--- src/rtl/wb_pkg.sv ---
// Shared Wishbone B3 encodings and the burst-master state type.
package wb_pkg;

    localparam logic [2:0] CTI_CLASSIC = 3'b000;
    localparam logic [2:0] CTI_INCR    = 3'b010;
    localparam logic [2:0] CTI_EOB     = 3'b111;
    localparam logic [1:0] BTE_LINEAR  = 2'b00;

    typedef enum logic [1:0] {
        ST_IDLE = 2'd0,
        ST_XFER = 2'd1,
        ST_DONE = 2'd2
    } wb_state_t;

endpackage

--- src/rtl/wb_beat_buf.sv ---
// One-entry valid/ready holding register for write beats.
// in_ready stays high while the entry is being drained in the same cycle,
// so a full-rate producer/consumer pair sustains one beat per cycle.
module wb_beat_buf #(
    parameter int unsigned DW = 32
) (
    input  logic          clk,
    input  logic          rst_n,
    input  logic          enable,
    input  logic          flush,
    input  logic          in_valid,
    output logic          in_ready,
    input  logic [DW-1:0] in_data,
    output logic          out_valid,
    input  logic          out_pop,
    output logic [DW-1:0] out_data
);

    logic          full_q;
    logic [DW-1:0] data_q;

    // Accept when empty or when the held beat leaves this cycle.
    always_comb begin
        in_ready = enable && (!full_q || out_pop);
    end

    assign out_valid = full_q;
    assign out_data  = data_q;

    // Entry occupancy and payload; flush discards a beat stranded by an abort.
    always_ff @(posedge clk or negedge rst_n) begin
        if (!rst_n) begin
            full_q <= 1'b0;
            data_q <= '0;
        end else if (flush) begin
            full_q <= 1'b0;
        end else if (in_valid && in_ready) begin
            full_q <= 1'b1;
            data_q <= in_data;
        end else if (out_pop) begin
            full_q <= 1'b0;
        end
    end

endmodule

--- src/rtl/wb_burst_master.sv ---
// Wishbone B3 initiator: one command becomes a classic single or linear
// incrementing burst; write beats stream in, read beats stream out.
module wb_burst_master #(
    parameter int unsigned LEN_W   = 4,
    parameter int unsigned TIMEOUT = 1024
) (
    input  logic             sys_clk,
    input  logic             sys_rst_n,
    input  logic             cmd_valid,
    output logic             cmd_ready,
    input  logic             cmd_we,
    input  logic [29:0]      cmd_adr,
    input  logic [3:0]       cmd_sel,
    input  logic [LEN_W-1:0] cmd_len,
    input  logic             wr_valid,
    output logic             wr_ready,
    input  logic [31:0]      wr_data,
    output logic             rd_valid,
    output logic [31:0]      rd_data,
    output logic             done,
    output logic             err,
    output logic [29:0]      wb_adr_o,
    output logic [31:0]      wb_dat_o,
    input  logic [31:0]      wb_dat_i,
    output logic [3:0]       wb_sel_o,
    output logic             wb_cyc_o,
    output logic             wb_stb_o,
    output logic             wb_we_o,
    output logic [2:0]       wb_cti_o,
    output logic [1:0]       wb_bte_o,
    input  logic             wb_ack_i,
    input  logic             wb_err_i
);

    import wb_pkg::*;

    localparam int unsigned LW1 = LEN_W + 1;
    localparam int unsigned TW  = (TIMEOUT > 1) ? $clog2(TIMEOUT) : 1;
    localparam logic [TW-1:0] TMO_LAST = TW'((TIMEOUT == 0) ? 0 : TIMEOUT - 1);

    wb_state_t        state_q, state_d;
    logic             abort;
    logic             accept;
    logic             xfer;
    logic             stb;
    logic             ack_ok;
    logic             bus_err;
    logic             last;
    logic             tmo_hit;
    logic             pop;
    logic             buf_en;
    logic             buf_flush;
    logic             buf_full;
    logic [31:0]      buf_data;

    logic             cmd_ready_q;
    logic             we_q;
    logic             len_zero_q;
    logic             err_q;
    logic             rd_valid_q;
    logic [29:0]      adr_q;
    logic [3:0]       sel_q;
    logic [LEN_W-1:0] beat_q;
    logic [LW1-1:0]   load_q;
    logic [31:0]      rd_data_q;
    logic [TW-1:0]    tmo_q;

    // Bus-side qualifiers; only strobed terminations count.
    always_comb begin
        xfer      = (state_q == ST_XFER);
        accept    = (state_q == ST_IDLE) && cmd_valid && cmd_ready_q;
        stb       = xfer && (!we_q || buf_full);
        ack_ok    = stb && wb_ack_i && !wb_err_i;
        bus_err   = stb && wb_err_i;
        last      = (beat_q == '0);
        tmo_hit   = (TIMEOUT != 0) && stb && !wb_ack_i && !wb_err_i && (tmo_q == TMO_LAST);
        pop       = ack_ok && we_q;
        buf_en    = xfer && we_q && (load_q != '0);
        buf_flush = (state_q == ST_DONE);
    end

    // Next state: error or timeout aborts, final ack completes.
    always_comb begin
        state_d = state_q;
        abort   = 1'b0;
        unique case (state_q)
            ST_IDLE: if (accept) state_d = ST_XFER;
            ST_XFER: begin
                if (bus_err || tmo_hit) begin
                    state_d = ST_DONE;
                    abort   = 1'b1;
                end else if (ack_ok && last) begin
                    state_d = ST_DONE;
                end
            end
            ST_DONE: state_d = ST_IDLE;
            default: state_d = ST_IDLE;
        endcase
    end

    // State register; async reset drops cyc/stb immediately.
    always_ff @(posedge sys_clk or negedge sys_rst_n) begin
        if (!sys_rst_n) state_q <= ST_IDLE;
        else            state_q <= state_d;
    end

    // Command latch, address/beat counters, read capture, timeout counter.
    always_ff @(posedge sys_clk or negedge sys_rst_n) begin
        if (!sys_rst_n) begin
            cmd_ready_q <= 1'b0;
            we_q        <= 1'b0;
            len_zero_q  <= 1'b0;
            err_q       <= 1'b0;
            rd_valid_q  <= 1'b0;
            adr_q       <= '0;
            sel_q       <= '0;
            beat_q      <= '0;
            load_q      <= '0;
            rd_data_q   <= '0;
            tmo_q       <= '0;
        end else begin
            cmd_ready_q <= (state_d == ST_IDLE);
            err_q       <= (state_d == ST_DONE) && abort;
            rd_valid_q  <= ack_ok && !we_q;
            if (ack_ok && !we_q) rd_data_q <= wb_dat_i;

            if (!stb || wb_ack_i || wb_err_i) tmo_q <= '0;
            else                              tmo_q <= tmo_q + TW'(1);

            if (accept) begin
                we_q       <= cmd_we;
                sel_q      <= cmd_sel;
                adr_q      <= cmd_adr;
                beat_q     <= cmd_len;
                len_zero_q <= (cmd_len == '0);
                load_q     <= cmd_we ? ({1'b0, cmd_len} + LW1'(1)) : '0;
            end else begin
                if (ack_ok) begin
                    adr_q <= adr_q + 30'd1;
                    if (!last) beat_q <= beat_q - LEN_W'(1);
                end
                // load_q limits intake to the command's beat count.
                if (wr_valid && wr_ready) load_q <= load_q - LW1'(1);
            end
        end
    end

    wb_beat_buf #(
        .DW (32)
    ) u_beat_buf (
        .clk       (sys_clk),
        .rst_n     (sys_rst_n),
        .enable    (buf_en),
        .flush     (buf_flush),
        .in_valid  (wr_valid),
        .in_ready  (wr_ready),
        .in_data   (wr_data),
        .out_valid (buf_full),
        .out_pop   (pop),
        .out_data  (buf_data)
    );

    // Output mapping; cti follows the remaining-beat count.
    always_comb begin
        cmd_ready = cmd_ready_q;
        rd_valid  = rd_valid_q;
        rd_data   = rd_data_q;
        done      = (state_q == ST_DONE);
        err       = err_q;
        wb_adr_o  = adr_q;
        wb_dat_o  = buf_data;
        wb_sel_o  = sel_q;
        wb_cyc_o  = xfer;
        wb_stb_o  = stb;
        wb_we_o   = we_q;
        wb_bte_o  = BTE_LINEAR;
        if (!xfer || len_zero_q) wb_cti_o = CTI_CLASSIC;
        else if (last)           wb_cti_o = CTI_EOB;
        else                     wb_cti_o = CTI_INCR;
    end

endmodule

--- config.mk ---
export PLATFORM = sky130hd
export DESIGN_NAME = wb_burst_master
export DESIGN_NICKNAME = d
export VERILOG_FILES = /design/src/rtl/wb_pkg.sv /design/src/rtl/wb_beat_buf.sv /design/src/rtl/wb_burst_master.sv
export SDC_FILE = /design/constraint.sdc
export NUM_CORES = 1
export LEC_CHECK = 0
export CORE_ASPECT_RATIO = 2
export CORE_MARGIN = 1
export CORE_UTILIZATION = 44
export DETAILED_ROUTE_END_ITERATION = 10
export GPL_ROUTABILITY_DRIVEN = 0
export GPL_TIMING_DRIVEN = 1
export PLACE_DENSITY = 0.8
export SLEW_MARGIN = 0
export SYNTH_ARGS = -nofsm -noshare
export SYNTH_HDL_FRONTEND = slang
export SYNTH_SLANG_ARGS = --single-unit
--- constraint.sdc ---
create_clock -name sys_clk -period 2.3 [get_ports sys_clk]
set_input_delay 0.345 -clock sys_clk [delete_from_list [all_inputs] [get_ports sys_clk]]
set_output_delay 0.345 -clock sys_clk [all_outputs]
set_load 0.05 [all_outputs]
# After elaboration in Yosys (flattened, before gate mapping)
# Index checks and enable logic that the tools add are counted.
[op_classes]
n_bitwise = 1
eq_ne = 5
reduce_logical = 39
add_sub_neg = 5
mux = 20
[op_table]
columns = ["operator", "count"]
rows = [
  ["two-way mux 30 bit", 2],
  ["adder 30 x 1 -> 30 bit (second input constant)", 1],
  ["logical AND 1 bit", 17],
  ["two-way mux 5 bit", 3],
  ["two-way mux 4 bit", 3],
  ["adder 10 x 1 -> 10 bit (second input constant)", 1],
  ["== test 10 bit (second input constant)", 1],
  ["two-way mux 10 bit", 1],
  ["logical NOT 4 bit", 2],
  ["logical NOT 1 bit", 6],
  ["logical OR 1 bit", 6],
  ["two-way mux 2 bit", 3],
  ["two-way mux 3 bit", 2],
  ["adder 4 x 1 -> 5 bit (second input constant)", 1],
  ["two-way mux 1 bit", 5],
  ["nonzero test 5 bit", 1],
  ["subtractor 5 x 1 -> 5 bit (second input constant)", 1],
  ["== test 2 bit (second input constant)", 2],
  ["logical NOT 2 bit", 2],
  ["case mux 2 bit (2 select lines)", 1],
  ["AND reduction 2 bit", 2],
  ["nonzero test 2 bit", 2],
  ["subtractor 4 x 1 -> 4 bit (second input constant)", 1],
  ["nonzero test 3 bit", 1],
  ["other kinds (3)", 3],
]
[word_totals]
ff_bits = 125
inputBits = 109
output_inout_bits = 111
wordCells = 84

# Longest topological paths before layout
[logic_depth]
depth_word = 11
depth_mapped = 9
mapped_depth_nobuf = 7

# Hierarchy
# Synthesis repeated with hierarchy kept, for this count alone.
[hier_totals]
hier_cells = 510
area_unflattened_um2 = 5789.3
[by_module_without_submodules]
columns = ["mod", "cells_per_inst", "n_inst", "seq_area_each_um2", "area_each_um2"]
rows = [
  ["wb_burst_master", 438, 1, 2302.2, 4411.7],
  ["wb_beat_buf", 72, 1, 825.8, 1377.6],
]

# Worst setup path before layout
# OpenSTA, ideal clock, no wires.
[synth_path]
path_type = "flip-flop to output port"
startpoint = "register state_q[1]"
endpoint = "output wr_ready"
slack_ns = -0.369
path_buffers = 2
path_stages_with_launch = 7
arrival_time_ns = 2.324
required_time_ns = 1.955
path_cell_list = "dfrtp_1 > nand2b_2 > inv_1 > nand3_1 > buf_2 > clkbuf_1 > a21oi_1"
[synth_between]
elab_chain_cells = 7
word_cells_on_any_way = 9
classes_between = "1 x eq/ne; 8 x reduce/logical"
[synth_rtl]
columns = ["item", "line_no", "text"]
rows = [
  ["from (decl)", "wb_burst_master.sv:41", "wb_state_t state_q, state_d;"],
  ["from (signal assigned)", "wb_burst_master.sv:104", "else state_q <= state_d;"],
  ["== test 2 x 1 -> 1 bit *", "wb_burst_master.sv:70", "xfer = (state_q == ST_XFER);"],
  ["net wb_cyc_o", "wb_burst_master.sv:26", "output logic wb_cyc_o,"],
  ["logical AND 1 bit", "wb_burst_master.sv:72", "stb = xfer && (!we_q || buf_full);"],
  ["logical AND 1 bit (2 in series)", "wb_burst_master.sv:73", "ack_ok = stb && wb_ack_i && !wb_err_i;"],
  ["logical AND 1 bit", "wb_burst_master.sv:77", "pop = ack_ok && we_q;"],
  ["logical OR 1 bit", "wb_beat_buf.sv:24", "in_ready = enable && (!full_q || out_pop);"],
  ["logical AND 1 bit *", "wb_beat_buf.sv:24", ""],
  ["to (decl)", "wb_burst_master.sv:16", "output logic wr_ready,"],
]
# Mark *: on every way through the listed nets, which the timed path passes. The rest lies on a longest branch.

# Final worst setup path
[layout_path]
startpoint = "register state_q[1]"
endpoint = "output wr_ready"
[layout_between]
elab_chain_cells = 7
word_cells_on_any_way = 9
classes_between = "1 x eq/ne; 8 x reduce/logical"
[layout_rtl]
columns = ["item", "line_no"]
rows = [
  ["== test 2 x 1 -> 1 bit *", "wb_burst_master.sv:70"],
  ["logical AND 1 bit", "wb_burst_master.sv:72"],
  ["logical AND 1 bit (2 in series)", "wb_burst_master.sv:73"],
  ["logical AND 1 bit", "wb_burst_master.sv:77"],
  ["logical OR 1 bit", "wb_beat_buf.sv:24"],
  ["logical AND 1 bit *", "wb_beat_buf.sv:24"],
]
# Every way passes the cells marked *; elsewhere a longest branch is shown, timed or not.

==> flow_summary_export.csv <==
group,metric,value,unit
worst_setup_path,cp-startpoint,"state_q[1]",
synthesis,synth_area,5710,sq um
layout,fin_nets,857,
layout,syn_to_final_growth,55.0,%
route,firstDrtPassIters,4,
synthesis,dominantRegCellSynth,"dfrtp_1",
worst_setup_path,worst_ep_required_time,1960,ps
synthesis,syn_inst,508,
worst_setup_path,cp_data_arrival_time,1860,ps
layout,final_common_cell,"clkdlybuf4s50_1",
synthesis,ys_seq_area_share,54.8,%
worst_setup_path,regToRegStartpoint,"load_q[0]",
worst_setup_path,cp_max_fo,5,
clock_tree,clk_pin_slew_worst_paths,60,ps
die,core-area,12600,sq um
synthesis,ys_warn_count,0,
clock_tree,root_buffer,"clkbuf_16",
placement,io_buffers,217,
sta,finalCriticalPeriod,2210,ps
clock_tree,ctsLongestPathBuffers,2,
worst_setup_path,slowest_stage,"dfrtp_1",
grt,grt_pass1_vias,5256,
layout,drive_gt1_share,18.7,%
route,routed_wl,16400,um
clock_tree,worstSkewPairLatency,410,ps
route,vias_per_cell,5.36,
layout,instances_no_fill,903,
worst_setup_path,critPathLaunchType,"flip-flop",
worst_setup_path,crit_family,"buffers and inverters",
placement,post-dp-hpwl,12300,um
sta,fin_crit_sh,96.1,%
sta,setup_viol,0,
sta,drv_slew,0,
die,die_h,163,um
sta,tightest_slew,568,ps
die,ioPinCount,220,
grt,grt.overflow.total,0,
layout,final_cell_mix,"209 x clkdlybuf4s50_1, 125 x dfrtp_1, 68 x nand2_1",
die,start_util,45.2,%
route,num_vias,4841,
worst_setup_path,path_cells,"nand2b_2 -> inv_2 -> nand3_1 -> buf_4 -> a21oi_2 -> buf_12",
sta,max_freq,0.453,GHz
sta,slew_headroom,62.0,%
route,drcViolationCount,0,
synthesis,yosysUniqueCellTypes,49,
grt,grt_usage,25.9,%
synthesis,syn_area_per_cell,11.2,sq um
synthesis,synth_edf_count,0,
worst_setup_path,crit_buf_inv,3,
grt,grt_max_degree,58,
clock_tree,clock-sinks,125,
sta,clock-skew-final,7.97,ps
die,die_area,13500,sq um
clock_tree,cts.htree.levels,4,
clock_tree,cts_setup_buffers,0,
route,wl_per_cell,18.2,um
layout,antennaDiodeCount,0,
placement,dp.cells,870,
die,dieWidth,82.5,um
sta,hold_violations,0,
route,ant_nets,0,
synthesis,async_flop_share,100,%
pwr,cellLeakagePower,3.62,nW
status,status,"complete, no violations",
sta,rsz0062_at_grt,"false",
clock_tree,numCtsBuffers,17,
layout,seq_area,3130,sq um
die,rows,58,
pwr,irDropWorstVdd,1.13,mV
grt,grt_pass1_wl,25700,um
route,first_iter_violations,177,
min_path,hold_path_class,"in -> async",
layout,multi_input_area,2430,sq um
pwr,power_per_cell_area,1620,nW/um^2
layout,fill_cells,934,
worst_setup_path,reg2reg_depth,8,
grt,antenna_found_initial,0,
flow_run,drv_cap,0,
worst_setup_path,reg2reg_slack,280,ps
worst_setup_path,endpoint_kind,"output pin",
worst_setup_path,critPathKind,"reg -> out",
worst_setup_path,max_stage_delay,410,ps
sta,setup_tns,0,ps
synthesis,ys_ff_latch,125,
worst_setup_path,r2r-end,"load_q[4]",
clock_tree,cts_tree,"done",
## worst max path at each step
stage | cells after the start | slack, ps | endpoint
2_1_floorplan | 6 | -80 | wr_ready
3_3_place_gp | 7 | 100 | wb_adr_o[19]
3_5_place_dp | 7 | 60 | wb_adr_o[19]
4_1_cts | 6 | 60 | wr_ready
5_1_grt | 6 | 0.9 | wr_ready
6_report | 6 | 90 | wr_ready
## metal layers
metal / up-vias / global-route usage, % / part of all wire [%]
met5: - / 0 / 0
met4: 0 / 15.9 / 5.0
met3: 55 / 5.81 / 5.2
met2: 188 / 46.2 / 57
met1: 2381 / 26.1 / 33
li1: 2217 / - / -
## synth_stat cells, drive strengths merged, types with 14 or more instances
cell type,number,area [sq um]
xnor2,23,201
inv,15,56.3
o21ai,32,160
nand3,23,120
nand2,68,255
nor2,30,113
clkbuf,14,52.6
dfrtp,125,3130
xor2,17,149
mux2,64,721
## flip-flops by register name (all words and copies together) (netlist names)
name and count:
u_beat_buf.out_valid 1, u_beat_buf.out_data 32, wb_we_o 1, load_q 5, err 1, state_q 2, tmo_q 10, rd_data 32
cmd_ready 1, rd_valid 1, len_zero_q 1, wb_adr_o 30, wb_sel_o 4, beat_q 4
## metrics by stage
step	total power [mW]	utilization, %	hold slack (ps)	setup slack (ps)	instance area (sq um)
global route	14.9	70.1	438	0.879	8850
floorplan	8.67	-	49.4	-80.1	5720
finish	14.4	70.1	400	90.2	8850
detailed placement	11.5	65.0	281	60.4	8200
global placement	11.3	65.0	277	104	8200
CTS	14.4	70.1	394	55.5	8850
## final cells by class
class,count,area share [%]
multi-input combinational,345,27.5
clock inverter,15,2.38
inverter,15,0.636
sequential,125,35.4
clock buffer,17,4.81
timing repair buffer,236,27.3
tap,150,2.12
## where the power goes
group	leakage [nW]	internal, mW	switching [mW]
sequential	1.55	3.18	0.814
combinational	1.77	2.70	4.77
clock	0.305	1.83	1.06
## timing repair
action                                  in CTS  in global routing
endpoints found under the setup margin       2                  1
gates resized for setup                      2                  1
hold buffers                                 1                  0
endpoints found under the hold margin       24                  0
## logic make-up after synthesis
family | synth area share [%]
AND/OR/NAND/NOR | 16.3
flip-flops | 54.8
AO/OA/AOI/OAI | 5.06
buffers and inverters | 2.91
multiplexers | 13.0
adder cells (fa/ha/maj) | 1.75
other | 0.0657
XOR/XNOR | 6.14
No activity file was read; power rests on OpenSTA's default activity.
